<file path="config.mk">
export PLATFORM = sky130hd
export DESIGN_NAME = inst_wb_fetch_if
export DESIGN_NICKNAME = d
export VERILOG_FILES = /design/src/rtl/inst_wb_fetch_if.sv
export SDC_FILE = /design/constraint.sdc
export NUM_CORES = 1
export LEC_CHECK = 0
export CAP_MARGIN = 20
export CORE_MARGIN = 10
export CORE_UTILIZATION = 43
export CTS_CLUSTER_DIAMETER = 80
export DETAILED_ROUTE_END_ITERATION = 16
export HOLD_SLACK_MARGIN = 0.03
export PLACE_DENSITY = 0.88
export SLEW_MARGIN = 30
export SYNTH_ARGS = -nofsm -noshare
export SYNTH_HDL_FRONTEND = slang
export SYNTH_SLANG_ARGS = --single-unit
</file>
<file path="constraint.sdc">
create_clock -name clk -period 2.15 [get_ports clk]
set_input_delay 0.3225 -clock clk [delete_from_list [all_inputs] [get_ports clk]]
set_output_delay 0.3225 -clock clk [all_outputs]
set_load 0.01 [all_outputs]
</file>
<file path="src/rtl/inst_wb_fetch_if.sv">
// Instruction fetch responder: one Wishbone B4 classic read per fetch request, with stall/flush handling.
// Raises stallreq_o while a read is outstanding; a read with no ack is abandoned after TIMEOUT cycles.
module inst_wb_fetch_if #(
  parameter logic [31:0] NOP_INST = 32'h00000000,
  parameter int          TIMEOUT  = 255
) (
  input  logic        clk,
  input  logic        rst,
  input  logic        ce_i,
  input  logic [31:0] pc_i,
  input  logic [5:0]  stall,
  input  logic        flush,
  output logic [31:0] inst_o,
  output logic        stallreq_o,
  output logic        timeout_o,
  output logic [31:0] wb_adr_o,
  input  logic [31:0] wb_dat_i,
  input  logic        wb_ack_i,
  output logic        wb_cyc_o,
  output logic        wb_stb_o,
  output logic        wb_we_o,
  output logic [3:0]  wb_sel_o
);

  typedef enum logic [1:0] {
    IDLE       = 2'd0,
    BUSY       = 2'd1,
    WAIT_STALL = 2'd2
  } state_t;

  localparam logic [7:0] TMO_LAST = 8'(TIMEOUT - 1);

  state_t      state_q, state_d;
  logic        cyc_q, cyc_d;
  logic [31:0] adr_q, adr_d;
  logic [7:0]  cnt_q, cnt_d;
  logic [31:0] buf_q, buf_d;
  logic        to_q, to_d;

  // Only stall[1] (IF/ID hold) matters to this stage.
  logic stall_unused;
  assign stall_unused = ^{stall[5:2], stall[0]};

  always_comb begin
    state_d    = state_q;
    cyc_d      = cyc_q;
    adr_d      = adr_q;
    cnt_d      = cnt_q;
    buf_d      = buf_q;
    to_d       = 1'b0;
    stallreq_o = 1'b0;
    inst_o     = NOP_INST;
    case (state_q)
      IDLE: begin
        if (ce_i && !flush) begin
          stallreq_o = 1'b1;
          adr_d      = pc_i;
          cyc_d      = 1'b1;
          cnt_d      = 8'd0;
          state_d    = BUSY;
        end
      end
      BUSY: begin
        if (flush) begin
          cyc_d   = 1'b0;
          state_d = IDLE;
        end else if (wb_ack_i) begin
          cyc_d  = 1'b0;
          inst_o = wb_dat_i;
          if (stall[1]) begin
            buf_d   = wb_dat_i;
            state_d = WAIT_STALL;
          end else begin
            state_d = IDLE;
          end
        end else begin
          stallreq_o = 1'b1;
          if (cnt_q == TMO_LAST) begin
            cyc_d   = 1'b0;
            to_d    = 1'b1;
            buf_d   = NOP_INST;
            state_d = IDLE;
          end else begin
            cnt_d = cnt_q + 8'd1;
          end
        end
      end
      WAIT_STALL: begin
        inst_o = buf_q;
        if (flush || !stall[1]) begin
          state_d = IDLE;
        end
      end
      default: state_d = IDLE;
    endcase
  end

  always_ff @(posedge clk) begin
    if (rst) begin
      state_q <= IDLE;
      cyc_q   <= 1'b0;
      adr_q   <= 32'd0;
      cnt_q   <= 8'd0;
      buf_q   <= NOP_INST;
      to_q    <= 1'b0;
    end else begin
      state_q <= state_d;
      cyc_q   <= cyc_d;
      adr_q   <= adr_d;
      cnt_q   <= cnt_d;
      buf_q   <= buf_d;
      to_q    <= to_d;
    end
  end

  assign wb_cyc_o  = cyc_q;
  assign wb_stb_o  = cyc_q;
  assign wb_adr_o  = adr_q;
  assign wb_we_o   = 1'b0;
  assign wb_sel_o  = 4'b1111;
  assign timeout_o = to_q;

endmodule

</file>
**Word-level counts from Yosys, hierarchy flattened**

Index checks and enable logic that the tools add are counted.
Widths: inputs -> output; s select.

- Bitwise logic cells: 2
- Equality and inequality tests: 10
- Reductions and logical operators: 13
- Add/sub/neg operators: 1
- Muxes and demuxes: 28

Operators with widths:

| kind | number |
|---|---|
| $mux 32 | 5 |
| $pmux 32 s2 | 1 |
| $mux 8 | 4 |
| $pmux 8 s2 | 1 |
| $mux 2 | 6 |
| $ne 2x2->1 const B | 6 |
| $add 8x1->8 const B | 1 |
| $eq 8x8->1 const B | 1 |
| $mux 1 | 8 |
| $pmux 2 s3 | 1 |
| $reduce_and 3->1 | 2 |
| $reduce_and 5->1 | 1 |
| $ne 4x4->1 const B | 1 |
| $pmux 1 s2 | 2 |
| $reduce_and 4->1 | 1 |
| $reduce_bool 2->1 | 2 |
| $reduce_or 4->1 | 1 |
| $eq 2x1->1 const B | 1 |
| $eq 2x2->1 const B | 1 |
| $logic_not 1->1 | 2 |
| $logic_not 2->1 | 1 |
| $not 1->1 | 2 |
| $reduce_and 2->1 | 1 |
| $logic_and 1x1->1 | 1 |
| $logic_or 1x1->1 | 1 |

- Bits of input ports: 75
- Output and inout bits: 73
- Bits in registers: 76

**Longest topological paths before layout**

Gate-level depths: netlist of the first run.

- Depth after elaboration: 5
- Gate-level depth with buffers: 10
- Mapped depth without buffers: 6

**Least setup slack after synthesis of the first run**

Ideal clock, no wire load.

- Path type: register to register
- Start point: register state_q[1]
- End point: register buf_q[0]
- Cell stages (with the launch flop): 10
- Arrival: 1.790 ns
- Clock period less this slack: 1.917 ns
- Setup slack: 0.233 ns
- Library setup time: 0.128 ns
- Path buffers: 3
- Path through: dfxtp_1 -> inv_1 -> ha_1 -> buf_4 -> or3b_1 -> buf_2 -> o31a_4 -> buf_6 -> a22oi_2 -> nor2_1

- Longest elaborated chain between the ends: 2

Ends and longest elaborated chain:

| element | line | source |
|---|---|---|
| start, declared | 33 | `state_t state_q, state_d;` |
| start signal, assigned | 107 | `state_q <= state_d;` |
| $eq 2x1->1 | 53 | `case (state_q)` |
| $reduce_and 4->1 (no line) | -- |  |
| end signal, assigned | 111 | `buf_q <= buf_d;` |
| end, declared | 37 | `logic [31:0] buf_q, buf_d;` |

Every way passes these cells.
A chain may end at the register's enable or synchronous reset.

**Final worst setup path of the first run**

- Start point: register state_q[1]
- End point: output inst_o[1]

- Longest elaborated chain between the ends: 2
- Elaborated cells on any way between the ends: 3
- Those cells by class: eq/ne (2); mux (1)

Ends and longest elaborated chain:

| element | line | source |
|---|---|---|
| $eq 2x2->1 or $eq 2x1->1 (tied branches) | 53 |  |
| $pmux 32 s2 * | 53 |  |
| end, declared | 13 | `output logic [31:0] inst_o,` |

Every way passes the cells marked *; elsewhere a longest branch is shown, timed or not.

==> results.txt, run 1 <==
----------------------------------------------------
[Route]
  Post-detailed-routing wire length ... 11.2 mm
  Initial DRC Count ... 171
  Metal-1 WL ... around 4.8 mm
  Drt wl/cell ... between 15 and 20 um
  Top layer reached by signal wires ... met4
  Met3 layer wire length in the routed design ... a little over 1 mm
  Total number of vias ... about 3500
  Iteration count of the initial detailed-routing pass ... 5
  Vias per std cell ... ~5.3
  Remaining antenna violation count after routing ... 0
  Post-detailed-route DRC marker count ... 0
  Routed wl met2 ... 5.34 mm

[Clock network]
  Clock slew seen by the registers of the worst setup and hold paths ... 0.08 ns
  Cts bufs inserted ... 9
  Clock latency of the later-clocked register in the worst-skew pair ... roughly 0.33 ns
  Number of clock sinks ... 76
  Clock root cell ... sky130_fd_sc_hd__clkbuf_8
  CTS tree ... yes
  Buffers from clock root to sink, at most ... 2
  Post-CTS Hold Buffers ... 0
  Number of H-tree levels ... 3

[Power and ir drop]
  Share of total power consumed by net switching ... roughly 28%
  Gate power share ... ~25%
  Total internal power ... about 0.0025 W
  Pwr/cell area ... approximately 650 mW/mm^2
  Max IR drop VDD ... roughly 0.28 mV
  Fraction of power consumed by the clock network ... 31.6%
  Total power ... between 0.003 and 0.004 W
  Share of total power in sequential cells ... a little over two fifths
  Switching power summed over all nets ... 0.000970 W
  Static leakage ... around 1.9 nW

[Setup path]
  Arrival time of the worst setup path ... around 1.8 ns
  R2R Path End ... cnt_q[5]
  Reg2reg setup slack ... 0.24 ns
  Critical path buffer and inverter count ... 3
  Critical path type ... register to output port
  Critical path depth ... 7
  Slowest stage cell, crit path ... sky130_fd_sc_hd__dfxtp_2
  Launch instance of the worst register-to-register path ... state_q[0]
  Worst-path maximum fanout ... 8
  Critical Path Sink ... inst_o[1]
  Crit path required time ... roughly 1.8 ns
  Cell count of the worst reg-to-reg path ... 6
  Stage delay of the slowest cell on the critical path ... about 0.35 ns
  Sort of element at the start of the critical path ... register
  Family of cells with the greatest summed delay on the critical path ... buffers and inverters
  Ordered list of cells on the worst path ... inv_4 > ha_4 > and3b_2 > bufbuf_16 > a22oi_1 > nor2b_1 > buf_2
  Endpoint class of the critical path ... output port
  Critical path launch point ... state_q[1]

[Die]
  Initial core utilization ... around 44%
  Horizontal extent of the die ... approximately 110 um
  Std cell rows ... 33
  Core ar. ... just over 0.008 mm^2
  Ports placed on the boundary ... 148
  Die area ... 0.0124 mm^2
  Chip height ... between 100 and 150 um

[Synth]
  Primary FF master, synth ... sky130_fd_sc_hd__dfxtp_1
  Cells after Synth ... between 400 and 500
  Register bit count reported by yosys ... between 70 and 80
  Cell accounting for the most synthesized area ... sky130_fd_sc_hd__dfxtp_1
  Cell area after synthesis ... 0.00360 mm^2
  Total number of yosys warnings ... 0
  Number of enable-type register cells in the synthesized netlist ... 0
  Synth area leaders ... sky130_fd_sc_hd__dfxtp_1, sky130_fd_sc_hd__a22oi_2, sky130_fd_sc_hd__a22oi_1, sky130_fd_sc_hd__nand2_1, sky130_fd_sc_hd__nor2b_1
  Count leader, synth ... sky130_fd_sc_hd__dfxtp_1
  Most frequent cells after synthesis ... sky130_fd_sc_hd__dfxtp_1, sky130_fd_sc_hd__nand2_1, sky130_fd_sc_hd__nor2_1, sky130_fd_sc_hd__a21oi_1, sky130_fd_sc_hd__a22oi_1
  Sequential area share after synthesis ... roughly 42%
  Fraction of synthesis flops using an asynchronous set or reset pin ... 0%
  Number of distinct library cells after synthesis ... 40
  Fraction of post-synthesis cell area in the top cell type by area ... between 40% and 50%
  Average cell area after synthesis ... approximately 8.5 um^2

[Placed design]
  Placer Congestion ... 0.809
  Final HPWL DP ... about 8.1 mm
  PortBufs ... about 140
  Placed Area ... 0.00514 mm^2
  DP Worst Slack ... -0.246 ns

[Hold path]
  Min-delay worst type ... input pin to register

[Timing]
  Fin. max-slew vios ... 0
  Worst-case clock skew ... 0.00686 ns
  Setup repair after global routing missed its margin ... yes
  Setup violation total in the final timing report ... 0
  Tcrit/Tclk final ... between 90% and 100%
  Worst setup slack after layout ... 0.0667 ns
  Clock period minus final worst setup slack ... around 2.1 ns
  FMAX ... ~480 MHz
  Number of hold violations in the final report ... 0
  Final hold slack ... ~0.37 ns

[Global route]
  Global-route wire length before repair ... ~18 mm
  Maximum number of pins on one net before global-route repair ... 35
  GRT Util Overall ... between 15 and 20%
  Global route total overflow ... 0
  Antenna violations before repair ... 0
  Number of global-route vias before repair ... about 3600

[Layout]
  Area growth syn-to-layout ... 49.4%
  Fin area ... ~0.0054 mm^2
  Number of diodes added for antenna fixing ... 0
  Fill cell instance count of the final layout ... slightly below 700
  Share of post-route cells with drive strength above 1 ... about a quarter
  Net count, final ... approximately 640

[Run]
  Max cap viols ... 0

[Run status]
  Result of the run ... completed

----------------------------------------------------
[sequential cells by signal, indices dropped and copies added, names as in the netlist]
signal and cells:
wb_cyc_o 1, buf_q 32, cnt_q 8, timeout_o 1
state_q 2, wb_adr_o 32
[per-layer routing]
metal  vias to the layer above  global-route usage (%)
met3                         9                    7.30
met2                       135                    29.0
met5                         -                       0
met1                      1659                    19.9
met4                         0                    5.57
li1                       1731                       -
[per-stage QoR]
stage	TNS (ns)	instances	util [%]
2_1_floorplan	0	425	-
3_3_place_gp	-8.21	647	62.9
3_5_place_dp	-9.75	647	62.9
4_1_cts	-0.0291	668	64.8
5_1_grt	-0.0901	668	65.7
6_report	0	668	65.7
[kinds of logic (layout without fill, tap and decap cells)]
group,after synthesis,in the layout,share of synthesized area (%)
buffers and inverters,50,188,6.71
and+or+nand+nor,167,167,21.5
DFF,76,76,42.3
adders and majority gates,5,5,1.74
other,2,5,0.209
AOI/OAI and AO/OA,120,120,27.0
muxes,2,2,0.591
[how the worst min path moves through the flow]
| stage | startpoint | to | slack [ns] | cells past startpoint |
|---|---|---|---|---|
| finish | rst | buf_q[6] | 0.37 | 2 |
| global route | rst | buf_q[4] | 0.37 | 2 |
| CTS | rst | buf_q[6] | 0.34 | 2 |
| detailed placement | wb_adr_o[8] | wb_adr_o[8] | 0.45 | 2 |
| global placement | wb_adr_o[6] | wb_adr_o[6] | 0.44 | 2 |
| floorplan | cnt_q[7] | cnt_q[7] | 0.44 | 1 |
[placed cells by master, fill, tap and decap left out, drive strengths merged, types with 4 or more instances in the layout]
cell,synthesis,routed
a21oi,38,38
a22oi,64,64
a31oi,7,7
buf,15,58
clkbuf,27,11
clkdlybuf4s50,0,103
conb,2,5
dfxtp,76,76
ha,5,5
inv,8,8
nand2,68,68
nand2b,4,4
nor2,41,41
nor2b,33,33
[area by class of cell]
| type | count | area, um^2 | area share (%) |
|---|---|---|---|
| Inverter | 8 | 32.5 | 0.605 |
| Tap cell | 105 | 131 | 2.45 |
| Sequential cell | 76 | 1520 | 28.4 |
| Clock inverter | 6 | 63.8 | 1.19 |
| Clock buffer | 10 | 138 | 2.56 |
| Multi-Input combinational cell | 299 | 1970 | 36.7 |
| Timing Repair Buffer | 164 | 1510 | 28.2 |
[power groups by stage]
stage                     clock [W]  sequential, W  combinational [W]
after floorplan                   0        0.00156           0.000396
after global placement            0        0.00154           0.000805
after detailed placement          0        0.00154           0.000824
after CTS                   0.00113        0.00151           0.000854
after global routing        0.00119        0.00152           0.000926
final                       0.00110        0.00152           0.000859
[what timing repair did]
action,4_1_cts,5_1_grt
setup buffers,3,1
cloned,2,0
setup endpoints to repair,33,33
resized for setup,138,23
pin swaps,0,2
endpoints found under the hold margin,0,0
(Power assumes the default switching activity.)
==> run 2, diff against run 1 <==
--- a/config.mk
+++ b/config.mk
@@ -6,6 +6,7 @@
 export NUM_CORES = 1
 export LEC_CHECK = 0
 export CAP_MARGIN = 20
+export CORE_ASPECT_RATIO = 1.1
 export CORE_MARGIN = 10
 export CORE_UTILIZATION = 43
 export CTS_CLUSTER_DIAMETER = 80
==> constraint.sdc (replaced) <==
create_clock -name clk -period 2.17 [get_ports clk]
set_input_delay 0.3255 -clock clk [delete_from_list [all_inputs] [get_ports clk]]
set_output_delay 0.3255 -clock clk [all_outputs]
set_load 0.01 [all_outputs]
==> run 2 against run 1 <==
Total power about the same. Count of clock-buffer cells in the layout down 1. Sequential power about the same. Global-route usage up 0.35 points. Clock power about the same. Via count up 0.59%. Combinational power down 0.9%. Die area about the same. Critical path depth up 1. Sequential share of layout area down 0.073 points. Cell area up 0.26%. Flip-flop and latch count unchanged. Highest routed layer unchanged.
==> results.txt, run 2 (synthesized netlist as in run 1, its figures left out) <==
----------------------------------------------------
[Route]
  Post-detailed-routing wire length ... 11.4 mm (+1.8%)
  Remaining antenna violation count after routing ... 0 (unchanged)
  Post-detailed-route DRC marker count ... 0 (unchanged)
  Vias per std cell ... 5.31 (+0.29%)
  Total number of vias ... 3555 (+0.59%)
  Iteration count of the initial detailed-routing pass ... 4 (-1)
  Drt wl/cell ... 17.0 um (+1.5%)
  Initial DRC Count ... 144 (-16%)

[Setup path]
  Slowest stage cell, crit path ... sky130_fd_sc_hd__dfxtp_2
  Critical path launch point ... state_q[1]
  Endpoint class of the critical path ... output port
  Sort of element at the start of the critical path ... register
  R2R Path End ... cnt_q[5]
  Reg2reg setup slack ... 0.19 ns (-0.05 ns)
  Ordered list of cells on the worst path ... inv_4 > ha_4 > and3b_2 > buf_12 > buf_16 > a22oi_1 > nor2b_1 > buf_2
  Cell count of the worst reg-to-reg path ... 7 (+1)
  Arrival time of the worst setup path ... 1.79 ns (+0.03 ns)
  Worst-path maximum fanout ... 8 (unchanged)
  Crit path required time ... 1.84 ns (about the same)
  Family of cells with the greatest summed delay on the critical path ... buffers and inverters
  Critical path type ... register to output port
  Launch instance of the worst register-to-register path ... state_q[0]
  Stage delay of the slowest cell on the critical path ... 0.36 ns (about the same)
  Critical path buffer and inverter count ... 4 (+1)

[Die]
  Initial core utilization ... 44.7% (+0.74 points)
  Core ar. ... 0.00804 mm^2 (-1.7%)
  Ports placed on the boundary ... 148 (unchanged)
  Chip height ... 116 um (+4.0%)
  Die area ... 0.0124 mm^2 (about the same)
  Horizontal extent of the die ... 107 um (-3.8%)
  Std cell rows ... 34 (+3.0%)

[Clock network]
  Clock latency of the later-clocked register in the worst-skew pair ... 0.34 ns (about the same)
  Cts bufs inserted ... 9 (unchanged)
  Number of clock sinks ... 76 (unchanged)
  Buffers from clock root to sink, at most ... 2 (unchanged)
  Clock slew seen by the registers of the worst setup and hold paths ... 0.09 ns (about the same)
  CTS tree ... yes
  Clock root cell ... sky130_fd_sc_hd__clkbuf_8
  Post-CTS Hold Buffers ... 0 (unchanged)
  Number of H-tree levels ... 3 (unchanged)

[Placed design]
  PortBufs ... 137 (unchanged)
  Final HPWL DP ... 8.00 mm (-1.7%)
  Placer Congestion ... 0.822 (+1.6%)

[Hold path]
  Min-delay worst type ... input pin to register
  Hold path depth ... 2 (unchanged)
  WHS Endpoint ... cnt_q[1]
  Startpoint of the lowest-slack hold path ... rst

[Power and ir drop]
  Static leakage ... 1.92 nW (-1.0%)
  Max IR drop VDD ... 0.342 mV (+21%)
  Pwr/cell area ... 645 mW/mm^2 (-0.20%)

[Global route]
  Global route total overflow ... 0 (unchanged)
  GRT Util Overall ... 17.8% (+0.35 points)
  Maximum number of pins on one net before global-route repair ... 36 (+2.9%)
  Global-route wire length before repair ... 18.2 mm (-1.7%)
  Number of global-route vias before repair ... 3664 (+1.4%)
  Antenna violations before repair ... 0 (unchanged)

[Timing]
  Tcrit/Tclk final ... approximately 97%
  Number of hold violations in the final report ... 0 (unchanged)
  Setup violation total in the final timing report ... 0 (unchanged)
  FMAX ... between 400 and 500 MHz
  Clock period minus final worst setup slack ... approximately 2.1 ns
  Worst-case clock skew ... 0.00610 ns (-0.000759 ns)
  Fin. max-slew vios ... 0 (unchanged)
  Setup repair after global routing missed its margin ... yes
  Final hold slack ... 0.276 ns (-0.0901 ns)

[Layout]
  Share of post-route cells with drive strength above 1 ... 22.2% (-3.0 points)
  Most common cell after layout, fill and taps aside ... sky130_fd_sc_hd__clkdlybuf4s50_1
  Fill cell instance count of the final layout ... 635 (-7.3%)
  Most frequent cells in the layout ... sky130_fd_sc_hd__clkdlybuf4s50_1, sky130_fd_sc_hd__dfxtp_1, sky130_fd_sc_hd__nand2_1
  Fin util ... 67.0% (+1.3 points)
  Area of the multi-input gates ... 0.00190 mm^2 (-3.4%)
  Total area of sequential cells ... 0.00152 mm^2 (unchanged)
  Number of diodes added for antenna fixing ... 0 (unchanged)
  Net count, final ... 637 (-0.16%)
  Area growth syn-to-layout ... 49.7%

[Run status]
  Result of the run ... completed

[Run]
  Max cap viols ... 0 (unchanged)

----------------------------------------------------
[run 2: changes by cell type in the layout (fill, tap and decap cells not counted), moves of 2 or more]
cell | previous run | this run
sky130_fd_sc_hd__buf_4 | 19 | 17
sky130_fd_sc_hd__clkinv_2 | 2 | 0
sky130_fd_sc_hd__buf_2 | 32 | 17
sky130_fd_sc_hd__a22oi_2 | 50 | 37
sky130_fd_sc_hd__a22oi_1 | 14 | 27
sky130_fd_sc_hd__buf_16 | 0 | 2
sky130_fd_sc_hd__inv_6 | 0 | 2
sky130_fd_sc_hd__clkbuf_2 | 1 | 6
sky130_fd_sc_hd__dlygate4sd2_1 | 0 | 3
sky130_fd_sc_hd__clkdlybuf4s15_2 | 0 | 8
[run 2: area by class of cell]
cell class / instances / share of cell area [%]
multi-input cells: 299 / 35.3
repair buffers: 163 / 29.4
flip-flops and latches: 76 / 28.3
well taps: 108 / 2.51
clock buffers: 9 / 2.30
clock inverters: 7 / 1.53
inverters: 8 / 0.604
[run 2: stage by stage]
step	std cells	TNS (ns)	setup WS [ns]	total power (W)	instance area, um^2
2_1_floorplan	425	0	0.253	0.00194	3610
3_3_place_gp	650	-6.35	-0.171	0.00232	5140
3_5_place_dp	650	-8.23	-0.188	0.00234	5140
4_1_cts	669	-0.0441	-0.0441	0.00348	5370
5_1_grt	670	-0.00700	-0.00403	0.00364	5390
6_report	670	0	0.0555	0.00347	5390
[run 2: worst max path at each step]
| stage | to | slack, ns | cells after the start |
|---|---|---|---|
| CTS | inst_o[28] | -0.04 | 8 |
| detailed placement | inst_o[19] | -0.19 | 6 |
| global placement | inst_o[6] | -0.17 | 6 |
| floorplan | buf_q[0] | 0.25 | 9 |
| global route | inst_o[8] | -0.004 | 8 |
| finish | inst_o[26] | 0.06 | 8 |
[run 2: per-layer routing]
metal	up-vias	global-route usage [%]	wire, um
met5	-	0	0
met4	0	4.79	88
met3	7	8.50	1240
met2	131	30.3	5460
met1	1689	19.5	4620
li1	1728	-	-
[run 2: timing repair]
| item | in CTS | in global routing |
|---|---|---|
| cloned | 2 | 0 |
| buffers inserted | 1 | 1 |
| resized for setup | 106 | 21 |
| setup endpoints to repair | 33 | 28 |
[run 2: report_power, final]
part	internal, W	switching, W
logic	0.000458	0.000393
clock network	0.000549	0.000575
registers	0.00146	0.0000405
total	0.00247	0.00101
==> run 3, diff against run 2 <==
--- a/config.mk
+++ b/config.mk
@@ -8,11 +8,11 @@
 export CAP_MARGIN = 20
 export CORE_ASPECT_RATIO = 1.1
 export CORE_MARGIN = 10
-export CORE_UTILIZATION = 43
+export CORE_UTILIZATION = 39
 export CTS_CLUSTER_DIAMETER = 80
 export DETAILED_ROUTE_END_ITERATION = 16
 export HOLD_SLACK_MARGIN = 0.03
-export PLACE_DENSITY = 0.88
+export PLACE_DENSITY = 0.85
 export SLEW_MARGIN = 30
 export SYNTH_ARGS = -nofsm -noshare
 export SYNTH_HDL_FRONTEND = slang
==> constraint.sdc (replaced) <==
create_clock -name clk -period 1.9 [get_ports clk]
set_input_delay 0.285 -clock clk [delete_from_list [all_inputs] [get_ports clk]]
set_output_delay 0.285 -clock clk [all_outputs]
set_load 0.01 [all_outputs]
==> run 3 against run 2 <==
The flow now finishes with violations (negative setup slack). Utilization shrank 3.0 points. Count of clock-buffer cells in the layout grew 1. Critical path depth is the same. Sequential share of layout area shrank 1.5 points. Clock power grew 4%. Cell area grew 5.9%. Global-route usage shrank 0.96 points. Die area grew 8.4%. Routed wire length grew 8.7%. Via count grew 2.4%. Register-to-register slack lost 0.33 ns.
==> results.txt, run 3 (synthesized netlist as in run 1, its figures left out) <==
----------------------------------------------------
[Setup path]
  Arrival time of the worst setup path ... 2.32 ns (+0.53 ns)
  Crit path required time ... 2.17 ns (+0.33 ns)
  Worst-path maximum fanout ... 6 (-2)
  Critical path type ... register to register
  Critical path launch point ... state_q[1]
  Launch instance of the worst register-to-register path ... state_q[1]
  Endpoint class of the critical path ... register
  Sort of element at the start of the critical path ... register

[Power and ir drop]
  Share of total power in sequential cells ... 43.1% (about the same)
  Gate power share ... 27.5% (+3.0 points)
  Static leakage ... 2.05 nW (+6.9%)
  Switching power summed over all nets ... 0.00112 W (+11%)
  Pwr/cell area ... 700 mW/mm^2 (+8.5%)
  Fraction of power consumed by the clock network ... 29.3% (-3.1 points)
  Total internal power ... 0.00287 W (+16%)
  Share of total power consumed by net switching ... 28.1% (-0.90 points)
  Max IR drop VDD ... 0.314 mV (-8.1%)

[Route]
  Drt wl/cell ... 18.1 um (+6.0%)
  Total number of vias ... 3640 (+2.4%)
  Iteration count of the initial detailed-routing pass ... 4 (unchanged)
  Remaining antenna violation count after routing ... 0 (unchanged)
  Initial DRC Count ... 153 (+6.3%)
  Vias per std cell ... 5.30 (-0.14%)
  Post-detailed-route DRC marker count ... 0 (unchanged)
  Post-detailed-routing wire length ... 12.4 mm (+8.7%)

[Layout]
  Area of the multi-input gates ... 0.00210 mm^2 (+10%)
  Net count, final ... 649 (+1.9%)
  Area growth syn-to-layout ... 58.6%
  Most frequent cells in the layout ... sky130_fd_sc_hd__clkdlybuf4s50_1, sky130_fd_sc_hd__dfxtp_1, sky130_fd_sc_hd__nand2_1
  Total area of sequential cells ... 0.00153 mm^2 (+0.16%)
  Fin area ... 0.00570 mm^2 (+5.9%)
  Fill cell instance count of the final layout ... 743 (+17%)
  Most common cell after layout, fill and taps aside ... sky130_fd_sc_hd__clkdlybuf4s50_1
  Share of post-route cells with drive strength above 1 ... 30.2% (+7.9 points)
  Fin util ... 64.0% (-3.0 points)
  Number of diodes added for antenna fixing ... 0 (unchanged)

[Global route]
  GRT Util Overall ... 16.9% (-0.96 points)
  Maximum number of pins on one net before global-route repair ... 40 (+11%)
  Met2 Use GR ... 28.1% (-2.2 points)
  Most used routing layer in global routing ... met2
  Antenna violations before repair ... 0 (unchanged)
  Global route total overflow ... 0 (unchanged)
  Met3 usage ... 7.32% (-1.2 points)
  Number of global-route vias before repair ... 3784 (+3.3%)
  Global-route wire length before repair ... 19.1 mm (+5.0%)
  Met1 GRT Util ... 19.0% (-0.45 points)

[Placed design]
  DP Worst Slack ... -0.469 ns (-0.281 ns)
  Final HPWL DP ... 8.23 mm (+2.9%)
  Placed Area ... 0.00516 mm^2 (+0.44%)
  PortBufs ... 137 (unchanged)
  Placer Congestion ... 0.874 (+6.4%)

[Die]
  Die area ... 0.0135 mm^2 (+8.4%)
  Chip height ... 121 um (+4.1%)
  Core ar. ... 0.00892 mm^2 (+11%)
  Std cell rows ... 36 (+5.9%)
  Initial core utilization ... 40.3% (-4.4 points)
  Horizontal extent of the die ... 112 um (+4.1%)
  Ports placed on the boundary ... 148 (unchanged)

[Clock network]
  Cts bufs inserted ... 9 (unchanged)
  Buffers from clock root to sink, at most ... 2 (unchanged)
  Clock latency of the later-clocked register in the worst-skew pair ... 0.34 ns (about the same)
  Number of H-tree levels ... 3 (unchanged)
  CTS tree ... yes
  Clock root cell ... sky130_fd_sc_hd__clkbuf_8
  Post-CTS Hold Buffers ... 0 (unchanged)
  Clock slew seen by the registers of the worst setup and hold paths ... 0.07 ns (-0.02 ns)
  Number of clock sinks ... 76 (unchanged)

[Run]
  Max cap viols ... 0 (unchanged)

[Timing]
  FMAX ... approximately 500 MHz
  Number of hold violations in the final report ... 0 (unchanged)
  Worst-case clock skew ... 0.0130 ns (+0.00689 ns)
  Tcrit/Tclk final ... 107%
  Final hold slack ... 0.231 ns (-0.0445 ns)
  Fin. max-slew vios ... 0 (unchanged)
  Sum Neg Setup Slack ... -4.47 ns (-4.47 ns)
  Setup repair after global routing missed its margin ... yes
  Worst setup slack after layout ... -0.142 ns (-0.198 ns)
  Clock period minus final worst setup slack ... ~2.0 ns
  Setup violation total in the final timing report ... 72 (+72)

[Run status]
  Result of the run ... complete, but fails checks
  Violations in the final reports ... negative setup slack

[Hold path]
  Startpoint of the lowest-slack hold path ... rst
  Min-delay worst type ... input pin to register

----------------------------------------------------
==> run 3: path summary, 6_finish.rpt <==
| kind | end | slack, ns | cells after the start |
|---|---|---|---|
| hold / removal | cnt_q[1] | 0.23 | 2 |
| setup reg to reg | cnt_q[1] | -0.14 | 8 |
| hold reg to reg | wb_adr_o[8] | 0.45 | 2 |
| setup / recovery | cnt_q[1] | -0.14 | 8 |
==> run 3: layout make-up <==
class | count | share of cell area [%]
well taps | 114 | 2.50
inverters | 8 | 0.526
multi-input cells | 299 | 36.8
flip-flops and latches | 76 | 26.8
clock buffers | 10 | 2.24
repair buffers | 175 | 30.2
clock inverters | 5 | 0.943
==> run 3: layer usage <==
| layer | vias to the layer above | part of all wire (%) |
|---|---|---|
| li1 | 1746 | - |
| met1 | 1719 | 42 |
| met2 | 158 | 47 |
| met3 | 17 | 9.2 |
| met4 | 0 | 1.6 |
| met5 | - | 0 |
==> run 3: power groups by stage <==
stage / sequential, W / combinational (W) / clock, W
3_5_place_dp: 0.00175 / 0.000938 / 0
5_1_grt: 0.00173 / 0.00118 / 0.00126
4_1_cts: 0.00172 / 0.00103 / 0.00120
6_report: 0.00172 / 0.00110 / 0.00117
2_1_floorplan: 0.00176 / 0.000448 / 0
3_3_place_gp: 0.00174 / 0.000914 / 0
==> run 3: critical path, stage by stage, from the launching register on <==
cell and delay [ns]:
sky130_fd_sc_hd__dfxtp_2 0.34, sky130_fd_sc_hd__inv_2 0.05, sky130_fd_sc_hd__ha_4 0.15, sky130_fd_sc_hd__buf_4 0.13, sky130_fd_sc_hd__buf_6 0.11, sky130_fd_sc_hd__buf_4 0.14
sky130_fd_sc_hd__a2111o_1 0.49, sky130_fd_sc_hd__or4_4 0.46, sky130_fd_sc_hd__a21oi_2 0.12
==> run 3: timing repair <==
item	CTS	global route
endpoints found under the setup margin	59	43
pin swaps	5	12
resized for setup	178	22
setup buffers	5	2
cloned	4	3
==> run 3: metrics by stage <==
stage,std cells,power (W)
after floorplan,425,0.00221
after global placement,658,0.00266
after detailed placement,658,0.00269
after CTS,682,0.00395
after global routing,687,0.00417
final,687,0.00399
